===== config.mk =====
export PLATFORM = sky130hd
export DESIGN_NAME = count_sequence_monitor_flat
export DESIGN_NICKNAME = d
export VERILOG_FILES = /design/src/rtl/count_sequence_monitor_if.sv /design/src/rtl/count_sequence_monitor.sv /design/src/flat_wrapper.sv
export SDC_FILE = /design/constraint.sdc
export NUM_CORES = 1
export LEC_CHECK = 0
export CAP_MARGIN = 25
export CORE_MARGIN = 3
export CORE_UTILIZATION = 55
export CTS_BUF_LIST = sky130_fd_sc_hd__clkbuf_4 sky130_fd_sc_hd__clkbuf_8 sky130_fd_sc_hd__clkbuf_16
export CTS_CLUSTER_SIZE = 25
export DETAILED_ROUTE_END_ITERATION = 8
export GPL_TIMING_DRIVEN = 0
export PLACE_DENSITY_LB_ADDON = 0.25
export SLEW_MARGIN = 0
export SYNTH_ARGS = -nofsm -noshare
export SYNTH_HDL_FRONTEND = slang
export SYNTH_SLANG_ARGS = --single-unit

===== constraint.sdc =====
create_clock -name clock -period 4 [get_ports clock]
set_clock_uncertainty 0.05 [all_clocks]
set_input_delay 0.8 -clock clock [delete_from_list [all_inputs] [get_ports clock]]
set_output_delay 0.8 -clock clock [all_outputs]
set_load 0.1 [all_outputs]

===== src/rtl/count_sequence_monitor_if.sv =====
// count_sequence_monitor_if
//   Bundle between an observed count bus and the sequence monitor.
//   master: the side presenting samples (drives sample_valid/count_in, reads status)
//   slave : the monitor (reads samples, drives registered status and pulses)
//   Signals:
//     sample_valid      - count_in is sampled this cycle
//     count_in          - observed counter value
//     locked, direction - lock status and recovered count direction (1 = up)
//     step_pulse, wrap_pulse, dir_change_pulse, restart_pulse, error_pulse
//                       - one-cycle event flags
//     error_count       - saturating tally of illegal jumps
interface count_sequence_monitor_if #(
  parameter int WIDTH = 4,
  parameter int ERR_W = 8
) ();
  logic             sample_valid;
  logic [WIDTH-1:0] count_in;
  logic             locked;
  logic             direction;
  logic             step_pulse;
  logic             wrap_pulse;
  logic             dir_change_pulse;
  logic             restart_pulse;
  logic             error_pulse;
  logic [ERR_W-1:0] error_count;

  modport master (
    output sample_valid, count_in,
    input  locked, direction, step_pulse, wrap_pulse, dir_change_pulse,
           restart_pulse, error_pulse, error_count
  );

  modport slave (
    input  sample_valid, count_in,
    output locked, direction, step_pulse, wrap_pulse, dir_change_pulse,
           restart_pulse, error_pulse, error_count
  );
endinterface


===== src/rtl/count_sequence_monitor.sv =====
// count_sequence_monitor
//   Observer for a mod-2^WIDTH up/down counter. Each valid sample is compared
//   with the previous one; the difference classifies the move as a legal step
//   (+1/-1), a hold, a restart (jump to zero) or an illegal jump. The block
//   recovers the counting direction, flags wraps/direction changes/restarts/
//   errors as one-cycle pulses and keeps a saturating error tally.
//   Ports:
//     clock   - rising-edge clock
//     clear_n - asynchronous active-low reset
//     bus     - slave side of count_sequence_monitor_if (sample in, status out)
//   All outputs come straight from flops, one cycle after the sampling edge.
//   WIDTH/ERR_W must match the parameters of the connected interface.
module count_sequence_monitor #(
  parameter int WIDTH = 4,
  parameter int ERR_W = 8
) (
  input  logic                     clock,
  input  logic                     clear_n,
  count_sequence_monitor_if.slave  bus
);

  // EMPTY: no reference sample yet; PRIMED: reference held, direction unknown;
  // LOCKED: last step was legal and direction is known.
  localparam logic [1:0] ST_EMPTY  = 2'b00;
  localparam logic [1:0] ST_PRIMED = 2'b01;
  localparam logic [1:0] ST_LOCKED = 2'b10;

  logic [1:0]       state_q, state_d;
  logic [WIDTH-1:0] prev_q, prev_d;
  logic             direction_q, direction_d;
  logic             locked_q, locked_d;
  logic             step_q, step_d;
  logic             wrap_q, wrap_d;
  logic             dir_change_q, dir_change_d;
  logic             restart_q, restart_d;
  logic             error_q, error_d;
  logic [ERR_W-1:0] error_count_q, error_count_d;

  logic [WIDTH-1:0] delta_s;
  logic             is_up_s;
  logic             is_down_s;
  logic             is_hold_s;
  logic             is_zero_s;
  logic             wraps_s;

  // Classify the current sample against the previous one.
  always_comb begin
    delta_s   = bus.count_in - prev_q;
    is_up_s   = (delta_s == WIDTH'(1));
    // With WIDTH=1 the up and down deltas are the same value; up wins.
    is_down_s = (delta_s == {WIDTH{1'b1}}) && !is_up_s;
    is_hold_s = (delta_s == {WIDTH{1'b0}});
    is_zero_s = (bus.count_in == {WIDTH{1'b0}});
    wraps_s   = (is_up_s && is_zero_s) ||
                (is_down_s && (bus.count_in == {WIDTH{1'b1}}));
  end

  // Next-state, pulse and error-tally logic.
  always_comb begin
    state_d       = state_q;
    prev_d        = prev_q;
    direction_d   = direction_q;
    step_d        = 1'b0;
    wrap_d        = 1'b0;
    dir_change_d  = 1'b0;
    restart_d     = 1'b0;
    error_d       = 1'b0;
    error_count_d = error_count_q;

    if (bus.sample_valid) begin
      prev_d = bus.count_in;
      case (state_q)
        ST_EMPTY: begin
          state_d = ST_PRIMED;
        end
        ST_PRIMED, ST_LOCKED: begin
          if (is_up_s || is_down_s) begin
            state_d      = ST_LOCKED;
            step_d       = 1'b1;
            wrap_d       = wraps_s;
            // A direction change only exists relative to an established lock.
            dir_change_d = (state_q == ST_LOCKED) && (direction_q != is_up_s);
            direction_d  = is_up_s;
          end else if (is_hold_s) begin
            state_d = state_q;
          end else if (is_zero_s) begin
            restart_d = 1'b1;
            state_d   = ST_PRIMED;
          end else begin
            error_d = 1'b1;
            state_d = ST_PRIMED;
            if (error_count_q != {ERR_W{1'b1}}) begin
              error_count_d = error_count_q + ERR_W'(1);
            end else begin
              error_count_d = error_count_q;
            end
          end
        end
        default: begin
          // Unreachable encoding: fall back to a clean restart of acquisition.
          state_d = ST_EMPTY;
        end
      endcase
    end else begin
      state_d = state_q;
    end

    // Registered copy of the state decode so locked comes directly off a flop.
    locked_d = (state_d == ST_LOCKED);
  end

  // State, reference sample and output registers.
  always_ff @(posedge clock or negedge clear_n) begin
    if (!clear_n) begin
      state_q       <= ST_EMPTY;
      prev_q        <= {WIDTH{1'b0}};
      direction_q   <= 1'b1;
      locked_q      <= 1'b0;
      step_q        <= 1'b0;
      wrap_q        <= 1'b0;
      dir_change_q  <= 1'b0;
      restart_q     <= 1'b0;
      error_q       <= 1'b0;
      error_count_q <= {ERR_W{1'b0}};
    end else begin
      state_q       <= state_d;
      prev_q        <= prev_d;
      direction_q   <= direction_d;
      locked_q      <= locked_d;
      step_q        <= step_d;
      wrap_q        <= wrap_d;
      dir_change_q  <= dir_change_d;
      restart_q     <= restart_d;
      error_q       <= error_d;
      error_count_q <= error_count_d;
    end
  end

  assign bus.locked           = locked_q;
  assign bus.direction        = direction_q;
  assign bus.step_pulse       = step_q;
  assign bus.wrap_pulse       = wrap_q;
  assign bus.dir_change_pulse = dir_change_q;
  assign bus.restart_pulse    = restart_q;
  assign bus.error_pulse      = error_q;
  assign bus.error_count      = error_count_q;

endmodule


===== src/flat_wrapper.sv =====
// flat-port wrapper written by rule: the top's interface ports become plain ports
module count_sequence_monitor_flat 
#(
  parameter int WIDTH = 4,
  parameter int ERR_W = 8
)
  (clock, clear_n, bus_sample_valid, bus_count_in, bus_locked, bus_direction, bus_step_pulse, bus_wrap_pulse, bus_dir_change_pulse, bus_restart_pulse, bus_error_pulse, bus_error_count);
  count_sequence_monitor_if #(.WIDTH(WIDTH), .ERR_W(ERR_W)) bus_i ();
  input  logic clock;
  input  logic clear_n;
  input wire logic [$bits(bus_i.sample_valid)-1:0] bus_sample_valid;
  input wire logic [$bits(bus_i.count_in)-1:0] bus_count_in;
  output wire logic [$bits(bus_i.locked)-1:0] bus_locked;
  output wire logic [$bits(bus_i.direction)-1:0] bus_direction;
  output wire logic [$bits(bus_i.step_pulse)-1:0] bus_step_pulse;
  output wire logic [$bits(bus_i.wrap_pulse)-1:0] bus_wrap_pulse;
  output wire logic [$bits(bus_i.dir_change_pulse)-1:0] bus_dir_change_pulse;
  output wire logic [$bits(bus_i.restart_pulse)-1:0] bus_restart_pulse;
  output wire logic [$bits(bus_i.error_pulse)-1:0] bus_error_pulse;
  output wire logic [$bits(bus_i.error_count)-1:0] bus_error_count;
  assign bus_i.sample_valid = bus_sample_valid;
  assign bus_i.count_in = bus_count_in;
  assign bus_locked = bus_i.locked;
  assign bus_direction = bus_i.direction;
  assign bus_step_pulse = bus_i.step_pulse;
  assign bus_wrap_pulse = bus_i.wrap_pulse;
  assign bus_dir_change_pulse = bus_i.dir_change_pulse;
  assign bus_restart_pulse = bus_i.restart_pulse;
  assign bus_error_pulse = bus_i.error_pulse;
  assign bus_error_count = bus_i.error_count;
  count_sequence_monitor #(.WIDTH(WIDTH), .ERR_W(ERR_W)) u_core (.clock(clock), .clear_n(clear_n), .bus(bus_i));
endmodule

# [Word-level counts from Yosys, hierarchy flattened]
# Index checks and enable logic that the tools add are counted.
[classes] add_sub_neg=2 n_eq_ne=8 mux=23 bitwise_logic=3 reduce_logical=13
[ops] cell="two-way mux 1 bit" n=19
[ops] cell="adder 8 x 1 -> 8 bit (second input constant)" n=1
[ops] cell="equality test 4 bit (second input constant)" n=2
[ops] cell="logical NOT 4 bit" n=2
[ops] cell="inequality test 8 bit (second input constant)" n=1
[ops] cell="two-way mux 2 bit" n=3
[ops] cell="AND reduction 6 bit" n=1
[ops] cell="equality test 2 bit (second input constant)" n=2
[ops] cell="equality test 4 x 1 -> 1 bit (second input constant)" n=1
[ops] cell="logical AND 1 bit" n=4
[ops] cell="case mux 2 bit (2 select lines)" n=1
[ops] cell="subtractor 4 bit" n=1
[ops] cell="inverter 1 bit" n=3
[ops] cell="AND reduction 3 bit" n=1
[ops] cell="equality test 2 x 1 -> 1 bit (second input constant)" n=1
[ops] cell="logical NOT 2 bit" n=1
[ops] cell="logical OR 1 bit" n=2
[ops] cell="OR reduction 2 bit" n=1
[ops] cell="logical NOT 1 bit" n=1
[ops] cell="inequality test 1 bit" n=1
[word_totals] ff_bits=21 in_bits=7 output_inout_bits=15 word_cells=59

# [Logic depth before layout (Yosys ltp)]
[depth] word_depth=9 ltp_mapped=8 depth_no_buf=8

# [Least setup slack after synthesis]
# No wires, ideal clock.
[synth_path] path_kind="input port to flip-flop" startpoint="input port bus_count_in[0]" endpoint="register u_core.error_count_q[1] (netlist: u_core.bus.error_count[1])" setup_time_ps=126 arrival_ps=2550 t_required_ps=3824 path_slack_ps=1275 cell_stages=8 n_path_buf=0 cell_sequence="inv_1 ha_1 fa_1 xor2_1 a211oi_2 o21ai_2 nand3_1 mux2_4"
[synth_via] elab_chain_cells=7 elab_cells_between_ends=12 cone_classes="1 x add/sub; 2 x eq/ne; 3 x bitwise; 6 x reduce/logical"
[synth_lines] element="from (decl)" line="flat_wrapper.sv:12" rtl="input wire logic [$bits(bus_i.count_in)-1:0] bus_count_in;"
[synth_lines] element="subtractor 4 bit" line="count_sequence_monitor.sv:48" rtl="delta_s = bus.count_in - prev_q;"
[synth_lines] element="equality test 4 x 1 -> 1 bit" line="count_sequence_monitor.sv:49" rtl="is_up_s = (delta_s == WIDTH'(1));"
[synth_lines] element="logical NOT 1 bit" line="count_sequence_monitor.sv:51" rtl="is_down_s = (delta_s == {WIDTH{1'b1}}) && !is_up_s;"
[synth_lines] element="logical AND 1 bit" line="count_sequence_monitor.sv:51"
[synth_lines] element="logical OR 1 bit" line="count_sequence_monitor.sv:77" rtl="if (is_up_s || is_down_s) begin"
[synth_lines] element="inverter 1 bit (no line)"
[synth_lines] element="AND reduction 6 bit (no line) *"
[synth_lines] element="to (signal assigned)" line="count_sequence_monitor.sv:124" rtl="error_count_q <= {ERR_W{1'b0}};"
[synth_lines] element="to (signal assigned)" line="count_sequence_monitor.sv:135" rtl="error_count_q <= error_count_d;"
[synth_lines] element="to (decl)" line="count_sequence_monitor.sv:37" rtl="logic [ERR_W-1:0] error_count_q, error_count_d;"
# Every way passes the cells marked *; elsewhere a longest branch is shown, timed or not.
# A chain may end at the register's enable or synchronous reset.

# [Worst setup path in the final report]
[layout_path] startpoint="input port bus_count_in[0]" endpoint="register u_core.locked_q (netlist: u_core.bus.locked)"
[layout_via] elab_chain_cells=9 elab_cells_between_ends=12 cone_classes="1 x add/sub; 3 x eq/ne; 4 x mux; 4 x reduce/logical"
[layout_lines] element="subtractor 4 bit *" line="count_sequence_monitor.sv:48"
[layout_lines] element="equality test 4 x 1 -> 1 bit" line="count_sequence_monitor.sv:49"
[layout_lines] element="logical NOT 1 bit" line="count_sequence_monitor.sv:51"
[layout_lines] element="logical AND 1 bit" line="count_sequence_monitor.sv:51"
[layout_lines] element="logical OR 1 bit" line="count_sequence_monitor.sv:77"
[layout_lines] element="two-way mux 2 bit *" line="count_sequence_monitor.sv:77"
[layout_lines] element="case mux 2 bit (2 select lines) *" line="count_sequence_monitor.sv:72" rtl="case (state_q)"
[layout_lines] element="two-way mux 2 bit *" line="count_sequence_monitor.sv:70" rtl="if (bus.sample_valid) begin"
[layout_lines] element="equality test 2 bit *" line="count_sequence_monitor.sv:109" rtl="locked_d = (state_d == ST_LOCKED);"
[layout_lines] element="named net u_core.locked_d" line="count_sequence_monitor.sv:31" rtl="logic locked_q, locked_d;"
[layout_lines] element="to (signal assigned)" line="count_sequence_monitor.sv:129" rtl="locked_q <= locked_d;"
[layout_lines] element="to (decl)" line="count_sequence_monitor.sv:31"
# The timed path passes the listed nets; every way through them passes the cells marked *.

==> impl_results.md <==
- GRT Max-Usage Layer: met2
- Crit path cell chain: clkdlybuf4s50_1, inv_1, ha_1, fa_1, xor2_1, nand4b_2, buf_2, o221ai_1, o221a_1
- Clock Sinks: 21
- Core Area: approximately 0.002 sq mm
- CTS tree: built
- Critical Path AT: 3.41 ns
- Max_cap viols: 0
- Total Wirelength: between 2 and 2.5 mm
- Largest register FFs: 8
- Dpl hpwl: 1.92 mm
- Final GP Congestion: approximately 0.81
- Area grow syn2layout: 21.8%
- Seq cells post-synth: 21
- Finish-stage setup viols: 0
- Fmax: around 0.31 GHz
- Fraction of layout cells with a size suffix above 1: roughly 14%
- First-pass iteration count of the detailed router: 4
- Synthesized area: roughly 0.0012 sq mm
- Top-area cell type share of the netlist area: between 40% and 50%
- RSZ-0062 raised after global routing: no
- Average wire per cell in the routed design: 14.2 microns
- Clock buffer depth: 2
- Root buffer cell: clkbuf_4
- Vias/cell: around 6
- Area occupied by multi-input gates: approximately 680 sq um
- Final antenna diode count: 0
- Most frequent cells in the layout: 21 x clkdlybuf4s50_1, 20 x dfrtp_1, 9 x nand3_1, 9 x nand2_1
- Inserted Clock Buffers: 3
- Starting Density: slightly above 60%
- Post-synthesis sequential area ratio: 42.4%
- Slowest CP cell: clkdlybuf4s50_1
- H-tree depth: 1
- Post-CTS Hold Buffers: 0
- Tcrit/Tclk final: between 80% and 90%
- PostCTS Resize Cnt: 0
- Startpoint Class: input port
- IO buf count: 21
- Ys async rst share: 100%
- Clk Latency, worst-skew pair: 0.30 ns
- Core Util, Final: between 70% and 80%
- Ys Warns: 0
- EDFF count, synth: 0
- Final worst path period need: between 3 and 4 ns
- PD cells: between 600 and 700 mW/mm^2
- Seq. cell area: roughly 530 sq um
- Pleak: 0.000631 uW
- Hold Path Class: reg -> reg
- Avg Cell Area, Syn: around 10 sq um
- Synth area leader: dfrtp_1
- CP Capture Type: flop
- Mapped Nets: 134
- Post-synth cell types: between 40 and 50
- Slew HR: a little over a third
- Crit path max fanout: 10
- Rows: 16
- Residual DRC: 0
- Commonest non-fill, non-tap cell in the layout: clkdlybuf4s50_1
- Vias in the first global route: between 900 and 1,000
- Largest net degree at the start of global routing: 22
- Global-route wire length before repair: 4.11 mm
- Die H: ~54 microns
- Initial drt markers: 25
- Global route overflow: 0
- Clock slew at reported path FFs: approximately 0.11 ns
- Gr usage total: around 20%
- Antenna Nets Post-Route: 0
- Max-slew violation count: 0
- CP required: 4.20 ns
- Die width: approximately 54 microns
- Met3 Usage GRT: under 10%
- Max VDD drop: 469 uV
- Die ar.: 0.00287 sq mm
- Total negative slack: 0 ns
- Status: completed
- Met1 GRT Util: around 27%
- Setup CP Type: in -> reg
- Synth Flop Type: dfrtp_1
- Reg2reg setup slack: about 1.5 ns
- Largest cells by area after synthesis: dfrtp_1 40%, ha_1 7.0%, xnor2_1 4.9%, nand3_1 3.6%, mux2_2 3.6%
- Crit-path max cell delay: 0.51 ns
- Vias post-DR: 1,014
- IO Pins: 22
- Antenna violations before repair: 0
- Least-Margin Pin Slew: roughly 0.97 ns
- Filler cells: about 150
- Met2 Usage GRT: approximately 31%
- Hold Vio Cnt, Final: 0
- Fin nets: 160
- Postcts setup bufs: 0
- Cell count after synthesis: around 120
==> worst paths after layout <==
| check | from | end | cells after the start |
|---|---|---|---|
| max | bus_count_in[0] | u_core.bus.locked | 9 |
| min | u_core.bus.error_count[4] | u_core.bus.error_count[4] | 1 |
| min reg2reg | u_core.bus.error_count[4] | u_core.bus.error_count[4] | 1 |
| max reg2reg | u_core.prev_q[0] | u_core.bus.locked | 7 |
| min in group asynchronous | clear_n | u_core.bus.wrap_pulse | 1 |
| max in group asynchronous | clear_n | u_core.bus.locked | 1 |
==> where the power goes <==
part | total (uW) | switching (uW) | leakage (uW) | internal (uW)
registers | 302 | 44.5 | 0.000269 | 257
clock network | 100 | 63.2 | 0.0000177 | 37.3
logic | 547 | 389 | 0.000345 | 157
total | 949 | 497 | 0.000631 | 452
==> cells in the mapped netlist (2+ instances only) <==
cell type   n
nand3_1     9
nor4b_1     2
or2_2       2
ha_1        7
o21ai_0     6
nand2_1     9
xnor2_1     7
mux2_2      4
nand4_1     4
and4_1      3
dfrtp_1    20
o22ai_1     2
nor3_1      2
inv_1       6
buf_2       2
nor2_1      7
a21oi_1     3
==> cell families (layout without fill, tap and decap cells) <==
logic type                 Yosys count  in the layout  share of synthesized area (%)
and+or+nand+nor                     47             47                           21.5
buffers and inverters                8             33                           2.62
muxes                                6              6                           5.63
AOI/OAI and AO/OA                   21             21                           13.6
xor gates and xnor gates             8              8                           5.63
DFF                                 21             21                           42.4
adders and majority gates            8              8                           8.65
==> layer usage <==
layer,vias to the layer above,routed length (microns)
met5,-,0
met4,0,23
met3,3,144
met2,47,1130
met1,477,1130
li1,487,-
==> cell type report <==
class | instances | area share (%)
timing repair buffer | 21 | 13.9
tap | 27 | 2.23
inverter | 6 | 1.49
multi-input combinational | 90 | 45.2
clock buffer | 3 | 1.49
sequential | 21 | 34.8
buffer | 2 | 0.661
clock inverter | 1 | 0.330
==> through the flow <==
step           total power [uW]  std cells  worst slack [ns]  hold WS [ns]  instance area [sq um]
4_1_cts                     953        171             0.815         0.487                   1520
2_1_floorplan               722        119              1.27         0.435                   1240
3_3_place_gp                832        167             0.558         0.449                   1490
5_1_grt                    1000        171             0.682         0.511                   1520
6_report                    949        171             0.787         0.481                   1520
3_5_place_dp                852        167             0.494         0.469                   1490
==> worst max-delay path: cells and delay by family <==
kind                       cells  cell delay [ns]
buffers and inverters          3             0.86
adders and majority gates      2             0.66
xor gates and xnor gates       1             0.32
AOI/OAI and AO/OA              2             0.49
and+or+nand+nor                1             0.29
Power figures use the tool's default switching activity.
